--- src/rtl/multicycle_control_unit.sv ---
// Multicycle control unit for a small RV32I-style datapath.
// A Moore FSM sequences fetch, decode, memory access, ALU execution,
// conditional branches and jal. It also keeps a sticky illegal-instruction
// flag and a wrapping count of retired instructions.
module multicycle_control_unit #(
  parameter bit EN_JAL = 1'b1,
  parameter bit EN_UBR = 1'b1,
  parameter int CNT_W  = 16
) (
  input  logic             clk,
  input  logic             areset,
  input  logic [31:0]      Instr,
  input  logic             ZF,
  input  logic             SF,
  input  logic             CF,
  input  logic             MemReady,
  output logic             PCWrite,
  output logic             IRWrite,
  output logic             RegWrite,
  output logic             MemWrite,
  output logic             MemRead,
  output logic             AdrSrc,
  output logic [1:0]       ALUSrcA,
  output logic [1:0]       ALUSrcB,
  output logic [1:0]       ResultSrc,
  output logic [1:0]       ImmSrc,
  output logic [2:0]       ALUControl,
  output logic             IllegalInstr,
  output logic [CNT_W-1:0] InstrRet,
  output logic [3:0]       State
);

  typedef enum logic [3:0] {
    S_FETCH    = 4'd0,
    S_DECODE   = 4'd1,
    S_MEMADR   = 4'd2,
    S_MEMREAD  = 4'd3,
    S_MEMWB    = 4'd4,
    S_MEMWRITE = 4'd5,
    S_EXECR    = 4'd6,
    S_EXECI    = 4'd7,
    S_ALUWB    = 4'd8,
    S_BRANCH   = 4'd9,
    S_JAL      = 4'd10,
    S_TRAP     = 4'd11
  } state_t;

  localparam logic [6:0] OP_LOAD   = 7'b000_0011;
  localparam logic [6:0] OP_STORE  = 7'b010_0011;
  localparam logic [6:0] OP_R      = 7'b011_0011;
  localparam logic [6:0] OP_IMM    = 7'b001_0011;
  localparam logic [6:0] OP_BRANCH = 7'b110_0011;
  localparam logic [6:0] OP_JAL    = 7'b110_1111;

  state_t             state_q, state_d;
  logic               illegal_q, illegal_d;
  logic [CNT_W-1:0]   instrRet_q, instrRet_d;

  logic [6:0] opcode;
  logic [2:0] funct3;
  logic       funct7b;
  logic       unusedInstrBits;

  logic       pcWriteRaw, irWriteRaw, regWriteRaw, memWriteRaw;
  logic       branchTaken, branchLegal;
  logic [2:0] aluExec;
  logic       retire;

  assign opcode          = Instr[6:0];
  assign funct3          = Instr[14:12];
  assign funct7b         = Instr[30];
  assign unusedInstrBits = ^{Instr[31], Instr[29:15], Instr[11:7]};

  // Flag-based branch condition and legality of the branch funct3 encoding
  always_comb begin
    branchTaken = 1'b0;
    branchLegal = 1'b0;
    case (funct3)
      3'b000: begin branchTaken = ZF;  branchLegal = 1'b1;   end
      3'b001: begin branchTaken = ~ZF; branchLegal = 1'b1;   end
      3'b100: begin branchTaken = SF;  branchLegal = 1'b1;   end
      3'b101: begin branchTaken = ~SF; branchLegal = 1'b1;   end
      3'b110: begin branchTaken = CF;  branchLegal = EN_UBR; end
      3'b111: begin branchTaken = ~CF; branchLegal = EN_UBR; end
      default: begin branchTaken = 1'b0; branchLegal = 1'b0; end
    endcase
  end

  // ALU operation for register and immediate arithmetic; sub only exists in the register form
  always_comb begin
    aluExec = 3'b000;
    case (funct3)
      3'b000:  aluExec = (opcode[5] && funct7b) ? 3'b010 : 3'b000;
      3'b001:  aluExec = 3'b001;
      3'b100:  aluExec = 3'b100;
      3'b101:  aluExec = 3'b101;
      3'b110:  aluExec = 3'b110;
      3'b111:  aluExec = 3'b111;
      default: aluExec = 3'b000;
    endcase
  end

  // Next-state and Moore output decode; every output defaults to 0
  always_comb begin
    state_d     = state_q;
    pcWriteRaw  = 1'b0;
    irWriteRaw  = 1'b0;
    regWriteRaw = 1'b0;
    memWriteRaw = 1'b0;
    MemRead     = 1'b0;
    AdrSrc      = 1'b0;
    ALUSrcA     = 2'b00;
    ALUSrcB     = 2'b00;
    ResultSrc   = 2'b00;
    ImmSrc      = 2'b00;
    ALUControl  = 3'b000;
    case (state_q)
      S_FETCH: begin
        MemRead    = 1'b1;
        ALUSrcB    = 2'b10;
        ResultSrc  = 2'b10;
        irWriteRaw = MemReady;
        pcWriteRaw = MemReady;
        if (MemReady) state_d = S_DECODE;
      end
      S_DECODE: begin
        ALUSrcA = 2'b01;
        ALUSrcB = 2'b01;
        case (opcode)
          OP_STORE:  ImmSrc = 2'b01;
          OP_BRANCH: ImmSrc = 2'b10;
          OP_JAL:    ImmSrc = 2'b11;
          default:   ImmSrc = 2'b00;
        endcase
        case (opcode)
          OP_LOAD, OP_STORE: state_d = S_MEMADR;
          OP_R:              state_d = S_EXECR;
          OP_IMM:            state_d = S_EXECI;
          OP_BRANCH:         state_d = branchLegal ? S_BRANCH : S_TRAP;
          OP_JAL:            state_d = EN_JAL ? S_JAL : S_TRAP;
          default:           state_d = S_TRAP;
        endcase
      end
      S_MEMADR: begin
        ALUSrcA = 2'b10;
        ALUSrcB = 2'b01;
        if (opcode == OP_STORE) begin
          ImmSrc  = 2'b01;
          state_d = S_MEMWRITE;
        end else begin
          ImmSrc  = 2'b00;
          state_d = S_MEMREAD;
        end
      end
      S_MEMREAD: begin
        MemRead = 1'b1;
        AdrSrc  = 1'b1;
        if (MemReady) state_d = S_MEMWB;
      end
      S_MEMWB: begin
        ResultSrc   = 2'b01;
        regWriteRaw = 1'b1;
        state_d     = S_FETCH;
      end
      S_MEMWRITE: begin
        AdrSrc      = 1'b1;
        memWriteRaw = 1'b1;
        if (MemReady) state_d = S_FETCH;
      end
      S_EXECR: begin
        ALUSrcA    = 2'b10;
        ALUSrcB    = 2'b00;
        ALUControl = aluExec;
        state_d    = S_ALUWB;
      end
      S_EXECI: begin
        ALUSrcA    = 2'b10;
        ALUSrcB    = 2'b01;
        ImmSrc     = 2'b00;
        ALUControl = aluExec;
        state_d    = S_ALUWB;
      end
      S_ALUWB: begin
        ResultSrc   = 2'b00;
        regWriteRaw = 1'b1;
        state_d     = S_FETCH;
      end
      S_BRANCH: begin
        ALUSrcA    = 2'b10;
        ALUSrcB    = 2'b00;
        ALUControl = 3'b010;
        ResultSrc  = 2'b00;
        pcWriteRaw = branchTaken;
        state_d    = S_FETCH;
      end
      S_JAL: begin
        ALUSrcA    = 2'b01;
        ALUSrcB    = 2'b10;
        ALUControl = 3'b000;
        ResultSrc  = 2'b00;
        ImmSrc     = 2'b11;
        pcWriteRaw = 1'b1;
        state_d    = S_ALUWB;
      end
      S_TRAP: begin
        state_d = S_TRAP;
      end
      default: begin
        state_d = S_FETCH;
      end
    endcase
  end

  // Retirement bookkeeping and the sticky trap flag
  always_comb begin
    retire = (state_d == S_FETCH) &&
             ((state_q == S_MEMWB) || (state_q == S_MEMWRITE) ||
              (state_q == S_ALUWB) || (state_q == S_BRANCH));
    instrRet_d = retire ? instrRet_q + {{(CNT_W-1){1'b0}}, 1'b1} : instrRet_q;
    illegal_d  = illegal_q | (state_d == S_TRAP);
  end

  // State, flag and counter registers with synchronous reset
  always_ff @(posedge clk) begin
    if (areset) begin
      state_q    <= S_FETCH;
      illegal_q  <= 1'b0;
      instrRet_q <= '0;
    end else begin
      state_q    <= state_d;
      illegal_q  <= illegal_d;
      instrRet_q <= instrRet_d;
    end
  end

  assign PCWrite      = pcWriteRaw  & ~areset;
  assign IRWrite      = irWriteRaw  & ~areset;
  assign RegWrite     = regWriteRaw & ~areset;
  assign MemWrite     = memWriteRaw & ~areset;
  assign IllegalInstr = illegal_q;
  assign InstrRet     = instrRet_q;
  assign State        = state_q;

endmodule

--- config.mk ---
export PLATFORM = sky130hd
export DESIGN_NAME = multicycle_control_unit
export DESIGN_NICKNAME = d
export VERILOG_FILES = /design/src/rtl/multicycle_control_unit.sv
export SDC_FILE = /design/constraint.sdc
export NUM_CORES = 1
export LEC_CHECK = 0
export BUFFER_PORTS_ARGS = -buffer_cell sky130_fd_sc_hd__buf_2
export CAP_MARGIN = 25
export CORE_UTILIZATION = 46
export CTS_BUF_LIST = sky130_fd_sc_hd__clkbuf_4
export CTS_CLUSTER_DIAMETER = 30
export CTS_CLUSTER_SIZE = 14
export DETAILED_ROUTE_END_ITERATION = 7
export PLACE_DENSITY = 0.92
export RECOVER_POWER = 50
export SLEW_MARGIN = 10
export SYNTH_ARGS = -nofsm -noshare
export SYNTH_HDL_FRONTEND = slang
export SYNTH_SLANG_ARGS = --single-unit
export TNS_END_PERCENT = 100
--- constraint.sdc ---
create_clock -name clk -period 2.3 [get_ports clk]
set_input_delay 0.23 -clock clk [delete_from_list [all_inputs] [get_ports clk]]
set_output_delay 0.23 -clock clk [all_outputs]
set_load 0.02 [all_outputs]
==> flow_metrics.env, run 1 <==
export IMPL_status="finished with violations"
export IMPL_violations="DRC"
export IMPL_ios=76
export IMPL_worstPathMaxFanout=15
export IMPL_drt_iter0_drc=72
export IMPL_max_freq_ghz=0.480
export IMPL_antenna_found_initial=0
export IMPL_p_switching_mw=0.384
export IMPL_use_met3=0.0469
export IMPL_powerDensity_mw_per_mm2=550
export IMPL_ys_warn_count=0
export IMPL_drc=2
export IMPL_gr_max_usage_layer="met2"
export IMPL_clkLatencyLatePin_ps=300
export IMPL_cts_tree="done"
export IMPL_holdPathStages=2
export IMPL_finalHoldViolCount=0
export IMPL_tns_ps=0
export IMPL_grt_pass1_vias=1324
export IMPL_num_vias=1585
export IMPL_cts_sinks=21
export IMPL_slew_violations=0
export IMPL_drive_above_1_share=0.208
export IMPL_cts_path_max_buffers=2
export IMPL_slowest_delay_ps=620
export IMPL_wl_per_cell_microns=12.3
export IMPL_relSlewSlack=0.478
export IMPL_wl_microns=3550
export IMPL_synth_fp_nets=232
export IMPL_total_power_mw=0.971
export IMPL_core_area_sq_mm=0.00303
export IMPL_die_w_microns=58.1
export IMPL_area_delta_synth_final_pct=21.9
export IMPL_grt_max_degree=25
export IMPL_globalRouteMet2Util=0.368
export IMPL_finalSetupViolations=0
export IMPL_n_antenna_cell=0
export IMPL_ir_drop_v=0.000302
export IMPL_period_minus_slack_ps=2080
export IMPL_antenna_left=0
export IMPL_cp_end_kind="output port"
export IMPL_cp_start_kind="flip-flop"
export IMPL_dp_cells=285
export IMPL_synthArstFlopShare=0
export IMPL_cts_setup_buffers=0
export IMPL_crit_required_ps=2070
export IMPL_switching_share=0.395
export IMPL_grt_pass1_wl_microns=5670
export IMPL_worst_pin_slew_ps=776
export IMPL_syn_instance_count=193
export IMPL_ff2ff_path_depth=5
export IMPL_clkSlewWorstSetupHoldPaths_ps=110
export IMPL_synth_area_sq_mm=0.00145
export IMPL_n_fill_cell=286
export IMPL_ys_types=46
export IMPL_dr_pass1_iters=8
export IMPL_pwr_share_seq=0.425
export IMPL_via_per_inst=5.48
export IMPL_synthFlopType="dfxtp_1"
export IMPL_p_int_mw=0.588
export IMPL_yosysSeqAreaShare=0.290
export IMPL_pwr_share_comb=0.395
export IMPL_grt_use_met1=0.279
export IMPL_hpwl_microns=2670
export IMPL_gp_congestion=0.861
export IMPL_clkPwrFrac=0.180
export IMPL_clock_skew_ps=1.41
export IMPL_initial_core_util=0.479
export IMPL_final_cells=289
export IMPL_avgSynthCellArea_sq_um=7.51
export IMPL_final_net_count=285
export IMPL_arrival_ps=1850
export IMPL_drv_cap=0
export IMPL_cp_slowest_cell="dfxtp_1"
export IMPL_hold_class="primary input to flip-flop"
export IMPL_synth_edf_count=0
export IMPL_die_y_microns=58.1
export IMPL_p_leak_nw=0.706
export IMPL_numPortBuffers=54
export IMPL_crit_chain="buf_4 -> xor2_1 -> nor2_1 -> a211oi_1 -> buf_2"
export IMPL_die_area_sq_mm=0.00338
export IMPL_cts_root_buffer="clkbuf_4"
export IMPL_rsz0062_at_grt="false"
export IMPL_track_usage=0.214
export IMPL_h_tree_depth=1
export IMPL_worstSetupPathType="flip-flop to output port"
export IMPL_period_share=0.906
export IMPL_grt_remaining_overflow=0
export IMPL_cts_made_buffers=3
export IMPL_ys_ff_latch=21
export IMPL_std_cell_rows=20
Yosys cell counts, drive strengths merged, types with 2 or more instances:
library cell	n	area share
a211oi	3	0.016
a21oi	11	0.038
and2	2	0.0086
and3	4	0.017
buf	6	0.023
clkbuf	6	0.016
dfxtp	21	0.29
inv	6	0.016
nand2	13	0.034
nand2b	6	0.026
nand3	8	0.028
nand3b	3	0.016
nand4	8	0.039
nor2	27	0.070
nor2b	6	0.026
nor3	8	0.031
nor4	6	0.030
nor4bb	2	0.014
o2111ai	2	0.012
o21a	2	0.010
o21ai	6	0.023
o32ai	2	0.012
or3	3	0.013
xnor2	9	0.054
xor2	8	0.048
cell usage in the layout, fill, tap and decap left out, drive strengths merged, types with 8 or more instances in the layout:
cell type / Yosys / layout
dfxtp: 21 / 21
nor3: 8 / 8
nand4: 8 / 8
clkbuf: 6 / 21
nor2: 27 / 27
nand3: 8 / 8
a21oi: 11 / 11
nand2: 13 / 13
xnor2: 9 / 9
buf: 6 / 42
xor2: 8 / 8
critical path, delay by kind of cell (launching register included):
family,cells,cell delay (ps)
AO/OA/AOI/OAI,1,230
buffers and inverters,2,440
AND/OR/NAND/NOR,1,60
XOR/XNOR,1,190
flip-flops,1,620
per-layer routing:
metal  part of all wire  vias to the layer above
li1                   -                      797
met1               0.44                      713
met2               0.48                       65
met3              0.066                       10
met4              0.016                        0
met5                  0                        -
power groups by stage:
stage | registers (mW) | clock network (mW) | logic [mW]
2_1_floorplan | 0.418 | 0 | 0.269
3_3_place_gp | 0.418 | 0 | 0.383
3_5_place_dp | 0.419 | 0 | 0.386
4_1_cts | 0.411 | 0.180 | 0.388
5_1_grt | 0.417 | 0.198 | 0.421
6_report | 0.413 | 0.175 | 0.384
flip-flops by register name, summed over array words and instances, names as in the netlist:
register and flops:
State 4, IllegalInstr 1, InstrRet 16
cell families (layout without fill, tap and decap cells):
| logic type | after synthesis | after routing | share of synthesized area |
|---|---|---|---|
| muxes | 1 | 1 | 0.00691 |
| buffers and inverters | 18 | 70 | 0.0544 |
| AOI/OAI and AO/OA | 33 | 33 | 0.149 |
| xor gates and xnor gates | 17 | 17 | 0.103 |
| adders and majority gates | 1 | 1 | 0.00863 |
| and+or+nand+nor | 102 | 102 | 0.388 |
| DFF | 21 | 21 | 0.290 |
area by class of cell:
cell class,count,area [sq um],share of cell area
Inverter,6,22.5,0.0127
Tap cell,44,55.1,0.0312
Clock buffer,3,22.5,0.0127
Multi-Input combinational cell,154,947,0.536
Timing Repair Buffer,60,293,0.166
Sequential cell,21,422,0.239
Clock inverter,1,5.00,0.00283
path summary, 6_finish.rpt:
kind                                               from                         to  slack [ps]
worst max-delay path                State[0]$_SDFF_PP0_                 ALUSrcB[0]         220
worst min-delay path                             areset   InstrRet[0]$_SDFFE_PP0P_         320
worst max register to register      State[0]$_SDFF_PP0_  InstrRet[11]$_SDFFE_PP0P_         270
worst min register to register  IllegalInstr$_SDFF_PP0_    IllegalInstr$_SDFF_PP0_         480
metrics by stage:
| step | cell area, sq um | worst slack [ps] | hold WS (ps) | util |
|---|---|---|---|---|
| after floorplan | 1450 | 206 | 315 | - |
| after global placement | 1760 | 504 | 453 | 0.583 |
| after detailed placement | 1760 | 490 | 458 | 0.583 |
| after CTS | 1790 | 139 | 310 | 0.592 |
| after global routing | 1770 | 18.0 | 312 | 0.583 |
| final | 1770 | 216 | 318 | 0.583 |
repair_timing:
action,CTS,global route
hold endpoints to repair,0,0
endpoints found under the setup margin,0,1
resized for setup,0,1
hold buffers,0,0
Power figures use the tool's default switching activity.
==> inputs of run 2 (changes only) <==
- CORE_UTILIZATION: 46 -> 47
- CTS_CLUSTER_DIAMETER: 30 -> 150
- PLACE_DENSITY: 0.92 -> 0.94
==> run 2 against run 1 <==
The flow still finishes with violations (DRC). Sequential share of layout area increased by 0.39 points. Highest routed layer unchanged. Cell area shrank 1.9%. Largest power group unchanged. Setup slack worse by 1.7 ps. Clock power grew 4%. Fmax is essentially flat.
==> flow_metrics.env, run 2 (synthesis gave the netlist of run 1 again) <==
export IMPL_status="finished with violations"
export IMPL_violations="DRC"
export IMPL_cts_sinks=21
export IMPL_period_minus_slack_ps=2090
export IMPL_ios=76
export IMPL_ir_drop_v=0.000293
export IMPL_final_common_cell="buf_2"
export IMPL_final_net_count=284
export IMPL_dp_cells=271
export IMPL_antenna_left=0
export IMPL_final_cell_mix="buf_2, nor2_1, dfxtp_1, clkbuf_1, nand2_1"
export IMPL_p_leak_nw=0.689
export IMPL_hold_class="primary input to flip-flop"
export IMPL_drc=1
export IMPL_worstSetupPathType="flip-flop to output port"
export IMPL_initial_core_util=0.512
export IMPL_die_area_sq_mm=0.00331
export IMPL_clkLatencyLatePin_ps=300
export IMPL_ctsResizeCount=0
export IMPL_track_usage=0.225
export IMPL_die_w_microns=57.5
export IMPL_cp_start_kind="flip-flop"
export IMPL_critPathTopFamily="flip-flops"
export IMPL_crit_required_ps=2070
export IMPL_powerDensity_mw_per_mm2=564
export IMPL_tns_ps=0
export IMPL_finalHoldViolCount=0
export IMPL_path_buf_inv=2
export IMPL_finalSetupViolations=0
export IMPL_antenna_found_initial=0
export IMPL_core_area_sq_mm=0.00283
export IMPL_cts_setup_buffers=0
export IMPL_n_fill_cell=262
export IMPL_hpwl_microns=2720
export IMPL_grt_pass1_wl_microns=5880
export IMPL_std_cell_rows=19
export IMPL_startpoint="State[1]$_SDFF_PP0_"
export IMPL_cts_path_max_buffers=2
export IMPL_h_tree_depth=1
export IMPL_grt_max_degree=25
export IMPL_cp_slowest_cell="dfxtp_1"
export IMPL_max_freq_ghz=0.479
export IMPL_seqCellArea_sq_um=420
export IMPL_multi_input_area_sq_um=947
export IMPL_die_y_microns=57.5
export IMPL_whs_ps=320
export IMPL_slew_violations=0
export IMPL_worst_pin_slew_ps=902
export IMPL_drt_iter0_drc=58
export IMPL_hold_start="areset"
export IMPL_wl_per_cell_microns=13.3
export IMPL_gp_congestion=0.878
export IMPL_rsz0062_at_grt="false"
export IMPL_clkSlewWorstSetupHoldPaths_ps=120
export IMPL_area_delta_synth_final_pct=19.6
export IMPL_cts_root_buffer="clkbuf_4"
export IMPL_numPortBuffers=54
export IMPL_arrival_ps=1860
export IMPL_largest_reg_flops=16
export IMPL_cp_end_kind="output port"
export IMPL_crit_chain="clkbuf_1 -> nand3b_1 -> o21ai_0 -> a31oi_1 -> nor3_1 -> buf_2"
export IMPL_cts_tree="done"
export IMPL_finalWorstSetupSlack_ps=214
export IMPL_period_share=0.907
export IMPL_dpl_worst_slack_ps=542
export IMPL_drv_cap=0
export IMPL_dr_pass1_iters=6
export IMPL_grt_pass1_vias=1364
export IMPL_via_per_inst=5.77
export IMPL_n_antenna_cell=0
export IMPL_worstPathMaxFanout=11
export IMPL_r2r_start="State[0]$_SDFF_PP0_"
export IMPL_wl_microns=3660
export IMPL_slowest_delay_ps=560
export IMPL_cts_made_buffers=3
export IMPL_grt_remaining_overflow=0
export IMPL_num_vias=1586
export IMPL_clock_skew_ps=2.86
export IMPL_drive_above_1_share=0.189
export IMPL_utilization=0.613
export IMPL_final_cells=275
export IMPL_relSlewSlack=0.392
export IMPL_cts_hold_buffers_added=0
[run 2: cell types whose count changed in the layout (fill, tap and decap cells not counted), sizes merged]
cell    delta
buf        -4
clkbuf     +3
[run 2: final timing paths]
path                                             endpoint  depth (start not counted)  slack [ps]
worst max-delay path                              PCWrite                          6         210
worst max register to register  InstrRet[11]$_SDFFE_PP0P_                          5         260
worst min register to register    IllegalInstr$_SDFF_PP0_                          1         510
worst min-delay path             InstrRet[0]$_SDFFE_PP0P_                          2         320
[run 2: per-stage QoR]
stage,total power [mW],area [sq um]
after global routing,1.03,1730
final,0.977,1730
after global placement,0.803,1740
after CTS,0.988,1770
after floorplan,0.687,1450
after detailed placement,0.810,1740
[run 2: per-layer routing]
metal / vias to the layer above / track usage / wire (microns)
li1: 800 / - / -
met5: - / 0 / 0
met3: 2 / 0.0385 / 174
met2: 38 / 0.374 / 1790
met4: 0 / 0.0697 / 21
met1: 746 / 0.298 / 1670
[run 2: layout make-up]
class | instances | share of cell area
inverters | 6 | 0.0130
clock buffers | 3 | 0.0130
repair buffers | 59 | 0.160
well taps | 31 | 0.0224
clock inverters | 1 | 0.00289
multi-input cells | 154 | 0.547
flip-flops and latches | 21 | 0.243
[run 2: power breakdown]
part / switching, mW / total [mW] / internal (mW)
logic: 0.254 / 0.390 / 0.137
registers: 0.0254 / 0.405 / 0.379
clock network: 0.117 / 0.182 / 0.0649
total: 0.396 / 0.977 / 0.581
==> inputs of run 3 (changes only) <==
- ABC_AREA: unset -> 1
- CORE_UTILIZATION: 47 -> 48
- PLACE_DENSITY: 0.94 -> 0.93
==> run 3 against run 2 <==
The flow now finishes without violations. Cell area up 11%. First-iteration DRC count up 140%. Core utilization up 0.18 points. Routed wire length up 10%. Clock skew up 6.4 ps. Largest power group is now combinational cells. Critical endpoint is now ImmSrc[1]. Area after synthesis up 12%. Cell count up 37%. Clock-buffer cell count up 1.
==> flow_metrics.env, run 3 <==
export IMPL_antenna_left=0
export IMPL_area_delta_synth_final_pct=18.6
export IMPL_synth_adder_area_share=0.00772
export IMPL_cp_end_kind="output port"
export IMPL_grt_pass1_wl_microns=6560
export IMPL_n_antenna_cell=0
export IMPL_top_layer="met4"
export IMPL_dr_pass1_iters=4
export IMPL_ios=76
export IMPL_dpl_worst_slack_ps=608
export IMPL_synth_compound_area_frac=0.116
export IMPL_rsz0062_at_grt="false"
export IMPL_synth_area_sq_mm=0.00162
export IMPL_period_minus_slack_ps=2120
export IMPL_powerDensity_mw_per_mm2=748
export IMPL_drive_above_1_share=0.130
export IMPL_synth_top_area_frac=0.259
export IMPL_initial_core_util=0.518
export IMPL_cts_hold_buffers_added=0
export IMPL_post_synth_and_or_nand_nor_area_fraction=0.468
export IMPL_met3WireLength_microns=240
export IMPL_antenna_found_initial=0
export IMPL_worstSetupPathType="flip-flop to output port"
export IMPL_ys_ff_latch=21
export IMPL_slew_violations=0
export IMPL_total_power_mw=1.44
export IMPL_cts_made_buffers=3
export IMPL_synth_most_common_cell="nand2_1"
export IMPL_syn_instance_count=278
export IMPL_die_y_microns=60.1
export IMPL_route_met2_wl_microns=1900
export IMPL_via_per_inst=5.15
export IMPL_n_fill_cell=322
export IMPL_whs_ps=356
export IMPL_clock_skew_ps=9.24
export IMPL_grt_remaining_overflow=0
export IMPL_synthFlopType="dfxtp_1"
export IMPL_relSlewSlack=0.710
export IMPL_hpwl_microns=3080
export IMPL_period_share=0.922
export IMPL_tns_ps=0
export IMPL_ys_top_cells_by_count="nand2_1, inv_1, nor2_1"
export IMPL_synth_area_mux_share=0
export IMPL_rrSetupSlack_ps=580
export IMPL_std_cell_rows=20
export IMPL_worstPathMaxFanout=6
export IMPL_drt_iter0_drc=142
export IMPL_cp_start_kind="flip-flop"
export IMPL_arrival_ps=1890
export IMPL_die_w_microns=60.1
export IMPL_netlist_top_cells_area="dfxtp_1, nand2_1, inv_1"
export IMPL_numPortBuffers=54
export IMPL_cts_setup_buffers=0
export IMPL_synth_fp_nets=317
export IMPL_max_freq_ghz=0.472
export IMPL_gp_congestion=0.900
export IMPL_cts_tree="done"
export IMPL_ys_warn_count=0
export IMPL_drv_cap=0
export IMPL_crit_required_ps=2070
export IMPL_die_area_sq_mm=0.00361
export IMPL_finalHoldViolCount=0
export IMPL_final_net_count=372
export IMPL_core_area_sq_mm=0.00313
export IMPL_worst_pin_slew_ps=435
export IMPL_wl_met1_microns=1830
export IMPL_final_common_cell="nand2_1"
export IMPL_clkSlewWorstSetupHoldPaths_ps=120
export IMPL_ir_drop_v=0.000388
export IMPL_ys_types=23
export IMPL_cts_root_buffer="clkbuf_4"
export IMPL_finalSetupViolations=0
export IMPL_track_usage=0.232
export IMPL_yosysSeqAreaShare=0.259
export IMPL_clkLatencyLatePin_ps=310
export IMPL_hold_class="primary input to flip-flop"
export IMPL_synthArstFlopShare=0
export IMPL_utilization=0.614
export IMPL_wl_per_cell_microns=10.7
export IMPL_synth_edf_count=0
export IMPL_finalWorstSetupSlack_ps=180
export IMPL_grt_pass1_vias=1620
export IMPL_synth_xor_area_frac=0.0378
export IMPL_p_leak_nw=0.839
export IMPL_largest_reg_flops=16
export IMPL_h_tree_depth=1
export IMPL_drc=0
export IMPL_status="finished, final reports clean"
export IMPL_synth_top_area_cell="dfxtp_1"
export IMPL_final_cell_mix="nand2_1, inv_1, nor2_1, buf_2, clkbuf_1"
export IMPL_cts_path_max_buffers=2
export IMPL_ctsResizeCount=0
export IMPL_cts_sinks=21
export IMPL_synth_top_family_by_area="simple AND/OR/NAND/NOR gates"
export IMPL_num_vias=1937
export IMPL_avgSynthCellArea_sq_um=5.83
export IMPL_wl_microns=4040
export IMPL_grt_max_degree=24
-- run 3: area by class of cell --
cell class | count | area, sq um | area share
Timing Repair Buffer | 54 | 239 | 0.124
Inverter | 42 | 158 | 0.0820
Tap cell | 44 | 55.1 | 0.0286
Sequential cell | 21 | 420 | 0.219
Multi-Input combinational cell | 211 | 1020 | 0.531
Clock buffer | 4 | 30.0 | 0.0156
-- run 3: path summary, 6_finish.rpt --
path	startpoint	end	cells past startpoint
worst min register to register	IllegalInstr$_SDFF_PP0_	IllegalInstr$_SDFF_PP0_	2
worst max-delay path	State[2]$_SDFF_PP0_	ImmSrc[1]	6
worst max register to register	State[3]$_SDFF_PP0_	InstrRet[9]$_SDFFE_PP0P_	8
worst min-delay path	areset	InstrRet[8]$_SDFFE_PP0P_	2
-- run 3: metrics by stage --
stage | area (sq um) | std cells
final | 1920 | 376
after global routing | 1920 | 376
after CTS | 1950 | 376
after detailed placement | 1920 | 372
after global placement | 1920 | 372
after floorplan | 1620 | 278
-- run 3: cell families after synthesis --
logic type      after synthesis
compound gates               36
buf+inv                      46
xor+xnor                      7
fa+ha+maj                     1
flops                        21
simple gates                167
-- run 3: metal layers --
metal  global-route usage  up-vias
met5                    0        -
met4               0.0731        0
met3               0.0238       10
met2                0.424       77
met1                0.280      851
li1                     -      999
-- run 3: worst max-delay path, stage by stage, from the launching register on --
cell and delay (ps):
dfxtp_1 360, nor2_1 270, inv_2 110, nor2_1 290, inv_1 140, o21ai_0 200, buf_2 190
-- run 3: power breakdown --
part / switching, mW / internal [mW]
clock: 0.111 / 0.0795
sequential: 0.0495 / 0.399
combinational: 0.575 / 0.224
total: 0.736 / 0.703
